`config.mk`:
```
export PLATFORM = sky130hd
export DESIGN_NAME = encrypt_iterative_flat
export DESIGN_NICKNAME = d
export VERILOG_FILES = /design/src/rtl/des_pkg.sv /design/src/rtl/encrypt_iterative_if.sv /design/src/rtl/dataip.sv /design/src/rtl/des_round.sv /design/src/rtl/fencode.sv /design/src/rtl/ipinverse.sv /design/src/rtl/pcone.sv /design/src/rtl/pctwo.sv /design/src/rtl/encrypt_iterative.sv /design/src/flat_wrapper.sv
export SDC_FILE = /design/constraint.sdc
export NUM_CORES = 1
export LEC_CHECK = 0
export BUFFER_PORTS_ARGS = -buffer_cell sky130_fd_sc_hd__buf_2
export CAP_MARGIN = 40
export CORE_UTILIZATION = 60
export CTS_CLUSTER_DIAMETER = 120
export DETAILED_ROUTE_END_ITERATION = 6
export PLACE_DENSITY_LB_ADDON = 0.2
export SLEW_MARGIN = 15
export SYNTH_ARGS = -nofsm -noshare
export SYNTH_HDL_FRONTEND = slang
export SYNTH_SLANG_ARGS = --single-unit
```
`constraint.sdc`:
```
create_clock -name clk -period 11.05 [get_ports clk]
set_input_delay 0 -clock clk [delete_from_list [all_inputs] [get_ports clk]]
set_output_delay 0 -clock clk [all_outputs]
set_load 0.02 [all_outputs]
```
`src/rtl/des_pkg.sv`:
```
`default_nettype none
// ============================================================================
//  Module   : des_pkg
//  Purpose  : DES geometry, key-shift schedule, FSM states and standard tables.
//  Revision : 1.0
// ============================================================================
package des_pkg;

  localparam int NUM_ROUNDS = 16;
  localparam int BLOCK_W    = 64;
  localparam int CD_W       = 56;
  localparam int SUBKEY_W   = 48;
  localparam int HALF_W     = 32;

  typedef enum logic [1:0] {
    IDLE  = 2'd0,
    ROUND = 2'd1,
    OUT   = 2'd2
  } state_t;

  // Left-rotate amount of C and D before each round; totals 28 over 16 rounds.
  localparam logic [1:0] SHIFT [NUM_ROUNDS] = '{
    2'd1, 2'd1, 2'd2, 2'd2, 2'd2, 2'd2, 2'd2, 2'd2,
    2'd1, 2'd2, 2'd2, 2'd2, 2'd2, 2'd2, 2'd2, 2'd1};

  // Tables list 1-based source positions with position 1 being the MSB.
  localparam byte unsigned IP_T [64] = '{
    58, 50, 42, 34, 26, 18, 10, 2, 60, 52, 44, 36, 28, 20, 12, 4,
    62, 54, 46, 38, 30, 22, 14, 6, 64, 56, 48, 40, 32, 24, 16, 8,
    57, 49, 41, 33, 25, 17,  9, 1, 59, 51, 43, 35, 27, 19, 11, 3,
    61, 53, 45, 37, 29, 21, 13, 5, 63, 55, 47, 39, 31, 23, 15, 7};

  localparam byte unsigned IPINV_T [64] = '{
    40, 8, 48, 16, 56, 24, 64, 32, 39, 7, 47, 15, 55, 23, 63, 31,
    38, 6, 46, 14, 54, 22, 62, 30, 37, 5, 45, 13, 53, 21, 61, 29,
    36, 4, 44, 12, 52, 20, 60, 28, 35, 3, 43, 11, 51, 19, 59, 27,
    34, 2, 42, 10, 50, 18, 58, 26, 33, 1, 41,  9, 49, 17, 57, 25};

  localparam byte unsigned PC1_T [56] = '{
    57, 49, 41, 33, 25, 17,  9,  1, 58, 50, 42, 34, 26, 18,
    10,  2, 59, 51, 43, 35, 27, 19, 11,  3, 60, 52, 44, 36,
    63, 55, 47, 39, 31, 23, 15,  7, 62, 54, 46, 38, 30, 22,
    14,  6, 61, 53, 45, 37, 29, 21, 13,  5, 28, 20, 12,  4};

  localparam byte unsigned PC2_T [48] = '{
    14, 17, 11, 24,  1,  5,  3, 28, 15,  6, 21, 10,
    23, 19, 12,  4, 26,  8, 16,  7, 27, 20, 13,  2,
    41, 52, 31, 37, 47, 55, 30, 40, 51, 45, 33, 48,
    44, 49, 39, 56, 34, 53, 46, 42, 50, 36, 29, 32};

  localparam byte unsigned E_T [48] = '{
    32,  1,  2,  3,  4,  5,  4,  5,  6,  7,  8,  9,
     8,  9, 10, 11, 12, 13, 12, 13, 14, 15, 16, 17,
    16, 17, 18, 19, 20, 21, 20, 21, 22, 23, 24, 25,
    24, 25, 26, 27, 28, 29, 28, 29, 30, 31, 32,  1};

  localparam byte unsigned P_T [32] = '{
    16,  7, 20, 21, 29, 12, 28, 17,  1, 15, 23, 26,  5, 18, 31, 10,
     2,  8, 24, 14, 32, 27,  3,  9, 19, 13, 30,  6, 22, 11,  4, 25};

  // Indexed by {row, column} = {b6, b1, b5..b2} of each 6-bit group.
  localparam logic [3:0] SBOX [8][64] = '{
    '{14, 4,13, 1, 2,15,11, 8, 3,10, 6,12, 5, 9, 0, 7,
       0,15, 7, 4,14, 2,13, 1,10, 6,12,11, 9, 5, 3, 8,
       4, 1,14, 8,13, 6, 2,11,15,12, 9, 7, 3,10, 5, 0,
      15,12, 8, 2, 4, 9, 1, 7, 5,11, 3,14,10, 0, 6,13},
    '{15, 1, 8,14, 6,11, 3, 4, 9, 7, 2,13,12, 0, 5,10,
       3,13, 4, 7,15, 2, 8,14,12, 0, 1,10, 6, 9,11, 5,
       0,14, 7,11,10, 4,13, 1, 5, 8,12, 6, 9, 3, 2,15,
      13, 8,10, 1, 3,15, 4, 2,11, 6, 7,12, 0, 5,14, 9},
    '{10, 0, 9,14, 6, 3,15, 5, 1,13,12, 7,11, 4, 2, 8,
      13, 7, 0, 9, 3, 4, 6,10, 2, 8, 5,14,12,11,15, 1,
      13, 6, 4, 9, 8,15, 3, 0,11, 1, 2,12, 5,10,14, 7,
       1,10,13, 0, 6, 9, 8, 7, 4,15,14, 3,11, 5, 2,12},
    '{ 7,13,14, 3, 0, 6, 9,10, 1, 2, 8, 5,11,12, 4,15,
      13, 8,11, 5, 6,15, 0, 3, 4, 7, 2,12, 1,10,14, 9,
      10, 6, 9, 0,12,11, 7,13,15, 1, 3,14, 5, 2, 8, 4,
       3,15, 0, 6,10, 1,13, 8, 9, 4, 5,11,12, 7, 2,14},
    '{ 2,12, 4, 1, 7,10,11, 6, 8, 5, 3,15,13, 0,14, 9,
      14,11, 2,12, 4, 7,13, 1, 5, 0,15,10, 3, 9, 8, 6,
       4, 2, 1,11,10,13, 7, 8,15, 9,12, 5, 6, 3, 0,14,
      11, 8,12, 7, 1,14, 2,13, 6,15, 0, 9,10, 4, 5, 3},
    '{12, 1,10,15, 9, 2, 6, 8, 0,13, 3, 4,14, 7, 5,11,
      10,15, 4, 2, 7,12, 9, 5, 6, 1,13,14, 0,11, 3, 8,
       9,14,15, 5, 2, 8,12, 3, 7, 0, 4,10, 1,13,11, 6,
       4, 3, 2,12, 9, 5,15,10,11,14, 1, 7, 6, 0, 8,13},
    '{ 4,11, 2,14,15, 0, 8,13, 3,12, 9, 7, 5,10, 6, 1,
      13, 0,11, 7, 4, 9, 1,10,14, 3, 5,12, 2,15, 8, 6,
       1, 4,11,13,12, 3, 7,14,10,15, 6, 8, 0, 5, 9, 2,
       6,11,13, 8, 1, 4,10, 7, 9, 5, 0,15,14, 2, 3,12},
    '{13, 2, 8, 4, 6,15,11, 1,10, 9, 3,14, 5, 0,12, 7,
       1,15,13, 8,10, 3, 7, 4,12, 5, 6,11, 0,14, 9, 2,
       7,11, 4, 1, 9,12,14, 2, 0, 6,10,13,15, 3, 5, 8,
       2, 1,14, 7, 4,10, 8,13,15,12, 9, 0, 3, 5, 6,11}};

endpackage
`default_nettype wire

```
`src/rtl/encrypt_iterative_if.sv`:
```
`default_nettype none
// ============================================================================
//  Module   : encrypt_iterative_if
//  Purpose  : Start/result handshake of the iterative DES encryptor.
//  Revision : 1.0
// ============================================================================
interface encrypt_iterative_if;
  import des_pkg::*;

  logic               start;
  logic [BLOCK_W-1:0] message;
  logic [BLOCK_W-1:0] key;
  logic               busy;
  logic               done;
  logic [BLOCK_W-1:0] encryptmessage;

  modport master (output start, message, key, input busy, done, encryptmessage);
  modport slave  (input start, message, key, output busy, done, encryptmessage);
endinterface
`default_nettype wire

```
`src/rtl/dataip.sv`:
```
`default_nettype none
// ============================================================================
//  Module   : dataip
//  Purpose  : DES initial permutation (IP).
//  Revision : 1.0
// ============================================================================
module dataip
  import des_pkg::*;
(
  input  wire logic [BLOCK_W-1:0] din,
  output logic      [BLOCK_W-1:0] dout
);
  for (genvar i = 0; i < BLOCK_W; i++) begin : g_bit
    assign dout[BLOCK_W-1-i] = din[BLOCK_W-IP_T[i]];
  end
endmodule
`default_nettype wire

```
`src/rtl/des_round.sv`:
```
`default_nettype none
// ============================================================================
//  Module   : des_round
//  Purpose  : One combinational Feistel round with its key-schedule step.
//  Revision : 1.0
// ============================================================================
module des_round
  import des_pkg::*;
(
  input  wire logic [HALF_W-1:0] l,
  input  wire logic [HALF_W-1:0] r,
  input  wire logic [CD_W-1:0]   cd,
  input  wire logic [1:0]        shift,
  output logic      [HALF_W-1:0] l_next,
  output logic      [HALF_W-1:0] r_next,
  output logic      [CD_W-1:0]   cd_next
);
  logic [27:0]         w_c;
  logic [27:0]         w_d;
  logic [SUBKEY_W-1:0] w_subkey;
  logic [HALF_W-1:0]   w_f;

  assign w_c = cd[55:28];
  assign w_d = cd[27:0];

  // The schedule only ever asks for 1 or 2; anything else rotates by 2.
  assign cd_next = (shift == 2'd1) ?
                   {w_c[26:0], w_c[27], w_d[26:0], w_d[27]} :
                   {w_c[25:0], w_c[27:26], w_d[25:0], w_d[27:26]};

  pctwo u_pctwo (
    .cd     (cd_next),
    .subkey (w_subkey)
  );

  fencode u_fencode (
    .r      (r),
    .subkey (w_subkey),
    .f      (w_f)
  );

  assign l_next = r;
  assign r_next = l ^ w_f;
endmodule
`default_nettype wire

```
`src/rtl/fencode.sv`:
```
`default_nettype none
// ============================================================================
//  Module   : fencode
//  Purpose  : DES f-function: expand, key mix, S-box substitution, P permute.
//  Revision : 1.0
// ============================================================================
module fencode
  import des_pkg::*;
(
  input  wire logic [HALF_W-1:0]   r,
  input  wire logic [SUBKEY_W-1:0] subkey,
  output logic      [HALF_W-1:0]   f
);
  logic [SUBKEY_W-1:0] w_e;
  logic [SUBKEY_W-1:0] w_x;
  logic [HALF_W-1:0]   w_s;

  for (genvar i = 0; i < SUBKEY_W; i++) begin : g_expand
    assign w_e[SUBKEY_W-1-i] = r[HALF_W-E_T[i]];
  end

  assign w_x = w_e ^ subkey;

  for (genvar j = 0; j < 8; j++) begin : g_sbox
    assign w_s[HALF_W-1-4*j -: 4] =
      SBOX[j][{w_x[47-6*j], w_x[42-6*j], w_x[46-6*j -: 4]}];
  end

  for (genvar i = 0; i < HALF_W; i++) begin : g_perm
    assign f[HALF_W-1-i] = w_s[HALF_W-P_T[i]];
  end
endmodule
`default_nettype wire

```
`src/rtl/ipinverse.sv`:
```
`default_nettype none
// ============================================================================
//  Module   : ipinverse
//  Purpose  : DES final permutation (IP^-1).
//  Revision : 1.0
// ============================================================================
module ipinverse
  import des_pkg::*;
(
  input  wire logic [BLOCK_W-1:0] din,
  output logic      [BLOCK_W-1:0] dout
);
  for (genvar i = 0; i < BLOCK_W; i++) begin : g_bit
    assign dout[BLOCK_W-1-i] = din[BLOCK_W-IPINV_T[i]];
  end
endmodule
`default_nettype wire

```
`src/rtl/pcone.sv`:
```
`default_nettype none
// ============================================================================
//  Module   : pcone
//  Purpose  : DES permuted choice 1; drops the eight key parity bits.
//  Revision : 1.0
// ============================================================================
module pcone
  import des_pkg::*;
(
  input  wire logic [BLOCK_W-1:0] key,
  output logic      [CD_W-1:0]    cd
);
  logic w_unused_parity;

  for (genvar i = 0; i < CD_W; i++) begin : g_bit
    assign cd[CD_W-1-i] = key[BLOCK_W-PC1_T[i]];
  end

  assign w_unused_parity = ^{key[56], key[48], key[40], key[32],
                             key[24], key[16], key[8], key[0]};
endmodule
`default_nettype wire

```
`src/rtl/pctwo.sv`:
```
`default_nettype none
// ============================================================================
//  Module   : pctwo
//  Purpose  : DES permuted choice 2; selects the 48-bit round subkey.
//  Revision : 1.0
// ============================================================================
module pctwo
  import des_pkg::*;
(
  input  wire logic [CD_W-1:0]     cd,
  output logic      [SUBKEY_W-1:0] subkey
);
  logic w_unused_dropped;

  for (genvar i = 0; i < SUBKEY_W; i++) begin : g_bit
    assign subkey[SUBKEY_W-1-i] = cd[CD_W-PC2_T[i]];
  end

  // Positions 9, 18, 22, 25, 35, 38, 43 and 54 never reach a subkey.
  assign w_unused_dropped = ^{cd[47], cd[38], cd[34], cd[31],
                              cd[21], cd[18], cd[13], cd[2]};
endmodule
`default_nettype wire

```
`src/rtl/encrypt_iterative.sv`:
```
`default_nettype none
// ============================================================================
//  Module   : encrypt_iterative
//  Purpose  : DES encryptor running one Feistel round per clock (17-cycle latency).
//  Revision : 1.0
// ============================================================================
module encrypt_iterative
  import des_pkg::*;
(
  input  wire logic          clk,
  input  wire logic          rst,
  encrypt_iterative_if.slave bus
);
  state_t             r_state;
  state_t             w_state_next;
  logic [3:0]         r_rnd;
  logic [HALF_W-1:0]  r_l;
  logic [HALF_W-1:0]  r_r;
  logic [CD_W-1:0]    r_cd;
  logic               r_done;
  logic [BLOCK_W-1:0] r_ct;

  logic [BLOCK_W-1:0] w_ip;
  logic [CD_W-1:0]    w_cd_load;
  logic [1:0]         w_shift;
  logic [HALF_W-1:0]  w_l_next;
  logic [HALF_W-1:0]  w_r_next;
  logic [CD_W-1:0]    w_cd_next;
  logic [BLOCK_W-1:0] w_ct;
  logic               w_last;

  dataip u_dataip (
    .din  (bus.message),
    .dout (w_ip)
  );

  pcone u_pcone (
    .key (bus.key),
    .cd  (w_cd_load)
  );

  assign w_shift = SHIFT[r_rnd];

  des_round u_round (
    .l       (r_l),
    .r       (r_r),
    .cd      (r_cd),
    .shift   (w_shift),
    .l_next  (w_l_next),
    .r_next  (w_r_next),
    .cd_next (w_cd_next)
  );

  // Final swap: the preoutput block is R16 followed by L16.
  ipinverse u_ipinverse (
    .din  ({r_r, r_l}),
    .dout (w_ct)
  );

  assign w_last = (r_rnd == 4'(NUM_ROUNDS - 1));

  always_ff @(posedge clk or posedge rst) begin
    if (rst) begin
      r_state <= IDLE;
    end else begin
      r_state <= w_state_next;
    end
  end

  always_comb begin
    w_state_next = r_state;
    case (r_state)
      IDLE:    if (bus.start) w_state_next = ROUND;
      ROUND:   if (w_last) w_state_next = OUT;
      OUT:     w_state_next = IDLE;
      default: w_state_next = IDLE;
    endcase
  end

  always_ff @(posedge clk or posedge rst) begin
    if (rst) begin
      r_rnd  <= '0;
      r_l    <= '0;
      r_r    <= '0;
      r_cd   <= '0;
      r_done <= 1'b0;
      r_ct   <= '0;
    end else begin
      r_done <= (r_state == OUT);
      case (r_state)
        IDLE: begin
          if (bus.start) begin
            r_l   <= w_ip[63:32];
            r_r   <= w_ip[31:0];
            r_cd  <= w_cd_load;
            r_rnd <= '0;
          end
        end
        ROUND: begin
          r_l   <= w_l_next;
          r_r   <= w_r_next;
          r_cd  <= w_cd_next;
          r_rnd <= r_rnd + 4'd1;
        end
        OUT:     r_ct <= w_ct;
        default: ;
      endcase
    end
  end

  assign bus.busy           = (r_state != IDLE);
  assign bus.done           = r_done;
  assign bus.encryptmessage = r_ct;
endmodule
`default_nettype wire

```
`src/flat_wrapper.sv`:
```
// flat-port wrapper written by rule: the top's interface ports become plain ports
module encrypt_iterative_flat import des_pkg::*;
  (clk, rst, bus_start, bus_message, bus_key, bus_busy, bus_done, bus_encryptmessage);
  encrypt_iterative_if bus_i ();
  input  wire logic clk;
  input  wire logic rst;
  input wire logic [$bits(bus_i.start)-1:0] bus_start;
  input wire logic [$bits(bus_i.message)-1:0] bus_message;
  input wire logic [$bits(bus_i.key)-1:0] bus_key;
  output wire logic [$bits(bus_i.busy)-1:0] bus_busy;
  output wire logic [$bits(bus_i.done)-1:0] bus_done;
  output wire logic [$bits(bus_i.encryptmessage)-1:0] bus_encryptmessage;
  assign bus_i.start = bus_start;
  assign bus_i.message = bus_message;
  assign bus_i.key = bus_key;
  assign bus_busy = bus_i.busy;
  assign bus_done = bus_i.done;
  assign bus_encryptmessage = bus_i.encryptmessage;
  encrypt_iterative u_core (.clk(clk), .rst(rst), .bus(bus_i));
endmodule
```
==> results of run 1 <==
-- registers in the layout, summed over array words and instances (netlist names) --
signal                     count
u_core.bus.encryptmessage     64
u_core.r_l                    32
u_core.bus.done                1
u_core.r_rnd                   4
u_core.r_cd                   56
u_core.r_r                    32
u_core.r_state                 2
-- Yosys cell counts, types with 14 or more instances --
library cell  count
mux2_2           74
o21ai_0         101
ha_1             66
and3_1           27
a21oi_1          91
xor2_1           15
buf_2            30
o211ai_1         36
clkbuf_1         69
o22ai_1          21
nor3_1           38
dfrtp_1         191
a31oi_1          44
nand2_1         133
a211oi_1        113
nor2_1           87
inv_1            50
nand3_1          50
or3_1            22
nor2b_1          85
nand2b_1         14
mux2i_1          92
o21ai_1          19
xnor2_1          46
-- cell type report --
type	count	area [um^2]
multi-input combinational	1450	10500
fill	2024	7350
sequential	191	4780
timing repair buffer	334	2400
clock buffer	17	425
tap	335	419
inverter	56	218
clock inverter	14	124
antenna	2	5.00
-- logic make-up after synthesis --
logic type	share of synthesized area, %
AOI/OAI and AO/OA	25.3
xor gates and xnor gates	3.65
adders and majority gates	5.18
buffers and inverters	5.63
DFF	29.6
muxes	12.6
and+or+nand+nor	18.0
-- timing repair --
item                                   in CTS  in global routing
hold buffers                              122                  0
endpoints found under the hold margin     244                  0
setup endpoints to repair                   0                  0
-- worst max-delay path: stages (launching register included) --
cell and delay (ns):
dfrtp_1 0.48, inv_1 0.11, ha_1 0.19, and2b_2 0.25, o21ai_4 0.69, buf_4 0.51, nand2_4 0.36, mux2i_1 0.29
xnor2_1 0.62, inv_2 0.21, ha_1 0.32, a2111oi_0 0.66, a31oi_1 0.09, o2111ai_1 0.14, o2111ai_1 0.40, xor2_1 0.27
a21oi_1 0.17
-- layout by cell type, fill, tap and decap left out, types with 74 or more instances in the layout --
cell	Yosys	layout
o21ai_0	101	101
nor2_1	87	87
buf_2	30	189
a211oi_1	113	113
mux2_2	74	74
a21oi_1	91	91
nand2_1	133	133
dlygate4sd3_1	0	122
dfrtp_1	191	191
mux2i_1	92	92
nor2b_1	85	82
-- path summary, 6_finish.rpt --
check / startpoint / to / slack (ns) / cells after the start
max: u_core.r_rnd[1] / u_core.r_r[20] / 5.25 / 16
min: rst / u_core.bus.done / 0.05 / 3
max reg2reg: u_core.r_rnd[1] / u_core.r_r[20] / 5.25 / 16
min reg2reg: u_core.bus.encryptmessage[5] / u_core.bus.encryptmessage[5] / 0.51 / 1
max in group asynchronous: rst / u_core.bus.encryptmessage[25] / 9.52 / 6
min in group clk: bus_message[13] / u_core.r_r[22] / 0.36 / 4
-- metrics by stage --
stage	area [um^2]	instances
after CTS	18800	2395
after global placement	16900	2235
final	18900	2399
after detailed placement	17000	2242
after global routing	18900	2399
after floorplan	16100	1832
-- routing by layer --
metal	up-vias	global-route usage, %
met1	7667	52.0
met5	-	0
li1	7292	-
met4	0	15.0
met2	886	57.4
met3	130	5.31
==> flow_summary.ini, run 1 <==
[cells_and_area]
nets = 2247
drive_gt1_share_pct = 19.6
final_core_util_pct = 71.9
area_delta_synth_final_pct = 16.8

[logic_synthesis]
yosys.area.top_type_share_pct = 29.6
synthTopCellsByArea = dfrtp_1 30%, mux2i_1 5.7%, a211oi_1 5.3%
ys.flop_type = dfrtp_1
synth-seq-cells = 191
async_reset_ff_share_pct = 100
syn_area_per_cell_um2 = 8.81
synth_warnings = 0
yosysSeqAreaShare_pct = 29.6
ys_types = 114
syn_inst = 1832
synth_edf_count = 0
syn-cell-area_um2 = 16100
synth_fp_nets = 2029
yosysTopAreaCell = dfrtp_1

[timing]
drv_slew = 0
finalSetupTns_ns = 0
setup_viol = 0
worst_pin_slew_ns = 0.905
slew_headroom_pct = 39.1
hold_slack_ns = 0.0503
hold_viol = 0
finalCriticalPeriod_ns = 5.80
max_freq_mhz = 172
rsz0062_at_grt = no
worst_slack_ns = 5.25
fin_worst_skew_ns = 0.0181
fin_crit_sh_pct = 52.5

[setup_path]
cp.required_ns = 11.44
crit_fanout = 33
worstSetupStartpointType = flip-flop
cp-end-kind = flip-flop
arrival_ns = 6.19
crit_type = reg -> reg

[route]
antenna_left = 0
drt_iter0_drc = 2068
drc_errors = 19
wl_met2_mm = 23.3
vias = 15975
wl_met3_mm = 4.56
via_per_inst = 6.66
first_pass_iters = 7
wire_per_inst_um = 21.6
routed_wl_mm = 51.7
wl_met1_mm = 22.0
highest_layer = met4

[cts]
cts_sinks = 191
htreeDepth = 4
clock_path_buffers = 2
cts-root-buf = clkbuf_16
insertion_delay_ns = 0.46
cts_buffers = 17
ctsResizeCount = 0
cts_tree = done
post_cts_buffers = 0
clk_pin_slew_ns = 0.09

[placed_design]
routabilityCongestion = 0.968
dp_hpwl_mm = 34.5
io_buffers = 188
pre_cts_slack_ns = 5.48

[status]
status = finished, violations left
violations = design-rule violations

[die]
core_um2 = 26200
core.rowCount = 59
die_w_um = 166
die_h_um = 166
start_util_pct = 61.6
dieArea_um2 = 27600
io_pins = 197

[grt]
antenna_found_initial = 2
track_usage_pct = 37.0
grt_max_degree = 125
gr-total-overflow = 0
grt_pass1_wl_mm = 81.6
grt_pass1_vias = 14918

[flow_run]
drv_cap = 0

[hold_path]
hold_path.class = in -> async
Power of run 1 is not shown: default switching activity piles up to over one toggle a cycle in this logic, so the estimate is an artifact.
==> run 2: changes to the inputs <==
--- a/config.mk
+++ b/config.mk
@@ -7,7 +7,7 @@
 export LEC_CHECK = 0
 export BUFFER_PORTS_ARGS = -buffer_cell sky130_fd_sc_hd__buf_2
 export CAP_MARGIN = 40
-export CORE_UTILIZATION = 60
+export CORE_UTILIZATION = 54
 export CTS_CLUSTER_DIAMETER = 120
 export DETAILED_ROUTE_END_ITERATION = 6
 export PLACE_DENSITY_LB_ADDON = 0.2
==> constraint.sdc (replaced) <==
create_clock -name clk -period 4.8 [get_ports clk]
set_input_delay 0 -clock clk [delete_from_list [all_inputs] [get_ports clk]]
set_output_delay 0 -clock clk [all_outputs]
set_load 0.02 [all_outputs]
==> run 2 against run 1 <==
  * The flow now finishes without violations
  * Core utilization down 5.2 points
  * Clock skew down 0.0052 ns
  * Largest cell class unchanged
  * Design area up 3.1%
  * Critical path type unchanged
  * Die area up 11%
  * Final cell count up 4.3%
  * Sequential share of layout area down 0.75 points
  * Register-to-register slack worse by 4.9 ns
  * Global-route usage down 2.5 points
==> flow_summary.ini, run 2 (synthesized netlist as in run 1, its figures left out) <==
[status]
status = finished, final reports clean

[grt]
grt_max_degree = 106
gr-total-overflow = 0
grt_pass1_vias = 14957
track_usage_pct = 34.5
grt_pass1_wl_mm = 83.4
antenna_found_initial = 0

[die]
die_h_um = 175
core.rowCount = 62
core_um2 = 29100
dieArea_um2 = 30600
start_util_pct = 55.5
io_pins = 197
die_w_um = 175

[timing]
fin_worst_skew_ns = 0.0129
finalSetupTns_ns = 0
setup_viol = 0
slew_headroom_pct = 39.7
rsz0062_at_grt = no
finalCriticalPeriod_ns = 4.46
hold_viol = 0
hold_slack_ns = 0.0978
max_freq_mhz = 224
drv_slew = 0
fin_crit_sh_pct = 92.9
worst_pin_slew_ns = 0.896

[setup_path]
r2r-end = u_core.r_r[6]
cp-end-kind = flip-flop
r2r_slack_ns = 0.34
cp_slowest_cell = dfrtp_1
crit_type = reg -> reg
worstSetupStartpointType = flip-flop
cpMostUsedCell = inv_1
crit_chain = inv_1 -> ha_1 -> and2b_2 -> o21a_1 -> buf_4 -> o21ai_0 -> a21oi_1 -> nor2_4 -> inv_1 -> ha_1 -> inv_1 -> nor2_1 -> o211ai_1 -> a211oi_1 -> a31o_2 -> a221oi_1 -> mux2i_1 -> buf_4 -> xnor2_1 -> o21ai_1
cp_slowest_stage_delay_ns = 0.48
crit_start = u_core.r_rnd[1]
arrival_ns = 4.78
reg2reg_from = u_core.r_rnd[1]
crit_fanout = 9
cp.required_ns = 5.12
r2r.worst_path.cells = 20

[cts]
cts_buffers = 17
cts_sinks = 191
post_cts_buffers = 0
htreeDepth = 4
cts-root-buf = clkbuf_16
clock_path_buffers = 2
insertion_delay_ns = 0.46
clk_pin_slew_ns = 0.08
cts_tree = done

[cells_and_area]
diodes = 0
nFillCells = 2381
register_area_um2 = 4780
final_area_um2 = 19400
drive_gt1_share_pct = 21.8
nets = 2302
layout_common_cells = 191 x dfrtp_1, 188 x buf_2, 133 x nand2_1
multi_input_area_um2 = 10500
final_common_cell = dfrtp_1
area_delta_synth_final_pct = 20.4
largest_reg_flops = 64

[hold_path]
hold_path.class = in -> async

[route]
drc_errors = 0
routed_wl_mm = 52.6
first_pass_iters = 5
antenna_left = 0
drt_iter0_drc = 1429
vias = 15884
wire_per_inst_um = 21.0
via_per_inst = 6.35

[placed_design]
io_buffers = 188
dpl_cell_area_um2 = 17600
dp_hpwl_mm = 37.4
routabilityCongestion = 0.922

[flow_run]
drv_cap = 0
-- run 2: cell types whose count changed in the layout (fill, tap and decap cells not counted), sizes merged --
cell,before,now
clkbuf,17,18
inv,62,61
buf,212,267
diode,2,0
clkinv,6,7
-- run 2: worst max-delay path by stage --
| stage | to | slack [ns] |
|---|---|---|
| 2_1_floorplan | u_core.r_r[9] | 0.55 |
| 3_3_place_gp | u_core.r_r[20] | 0.41 |
| 3_5_place_dp | u_core.r_r[20] | 0.35 |
| 4_1_cts | u_core.r_r[20] | 0.31 |
| 5_1_grt | u_core.r_r[15] | 0.11 |
| 6_report | u_core.r_r[6] | 0.34 |
-- run 2: layout make-up --
class	instances	area share [%]
Multi-Input combinational cell	1450	53.9
Sequential cell	191	24.6
Timing Repair Buffer	389	15.0
Tap cell	384	2.47
Clock buffer	18	2.26
Inverter	56	1.10
Clock inverter	14	0.644
-- run 2: what timing repair did --
item / 4_1_cts / 5_1_grt
resized for setup: 0 / 1
hold buffers: 122 / 0
hold endpoints to repair: 148 / 0
endpoints found under the setup margin: 0 / 1
-- run 2: metal layers --
metal | routed length (um) | global-route usage (%) | vias up | part of all wire, %
met5 | 0 | 0 | - | 0
met4 | 1260 | 10.9 | 0 | 2.4
met3 | 4120 | 6.03 | 71 | 7.8
met2 | 23600 | 52.5 | 707 | 45
met1 | 23700 | 49.7 | 7702 | 45
li1 | - | - | 7404 | -
-- run 2: worst max-delay path: cells and delay by family (launching register included) --
family | cells | cell delay, ns
compound gates | 8 | 1.82
flops | 1 | 0.48
mux | 1 | 0.13
fa+ha+maj | 2 | 0.37
xor+xnor | 1 | 0.13
buf+inv | 5 | 0.82
simple gates | 3 | 0.58
-- run 2: metrics by stage --
stage          std cells  util (%)  setup slack (ns)
3_5_place_dp        2347      60.5             0.353
5_1_grt             2502      66.8             0.105
3_3_place_gp        2343      60.3             0.412
2_1_floorplan       1832         -             0.547
6_report            2502      66.8             0.343
4_1_cts             2501      66.7             0.314
Power of run 2 is left out for the same reason.
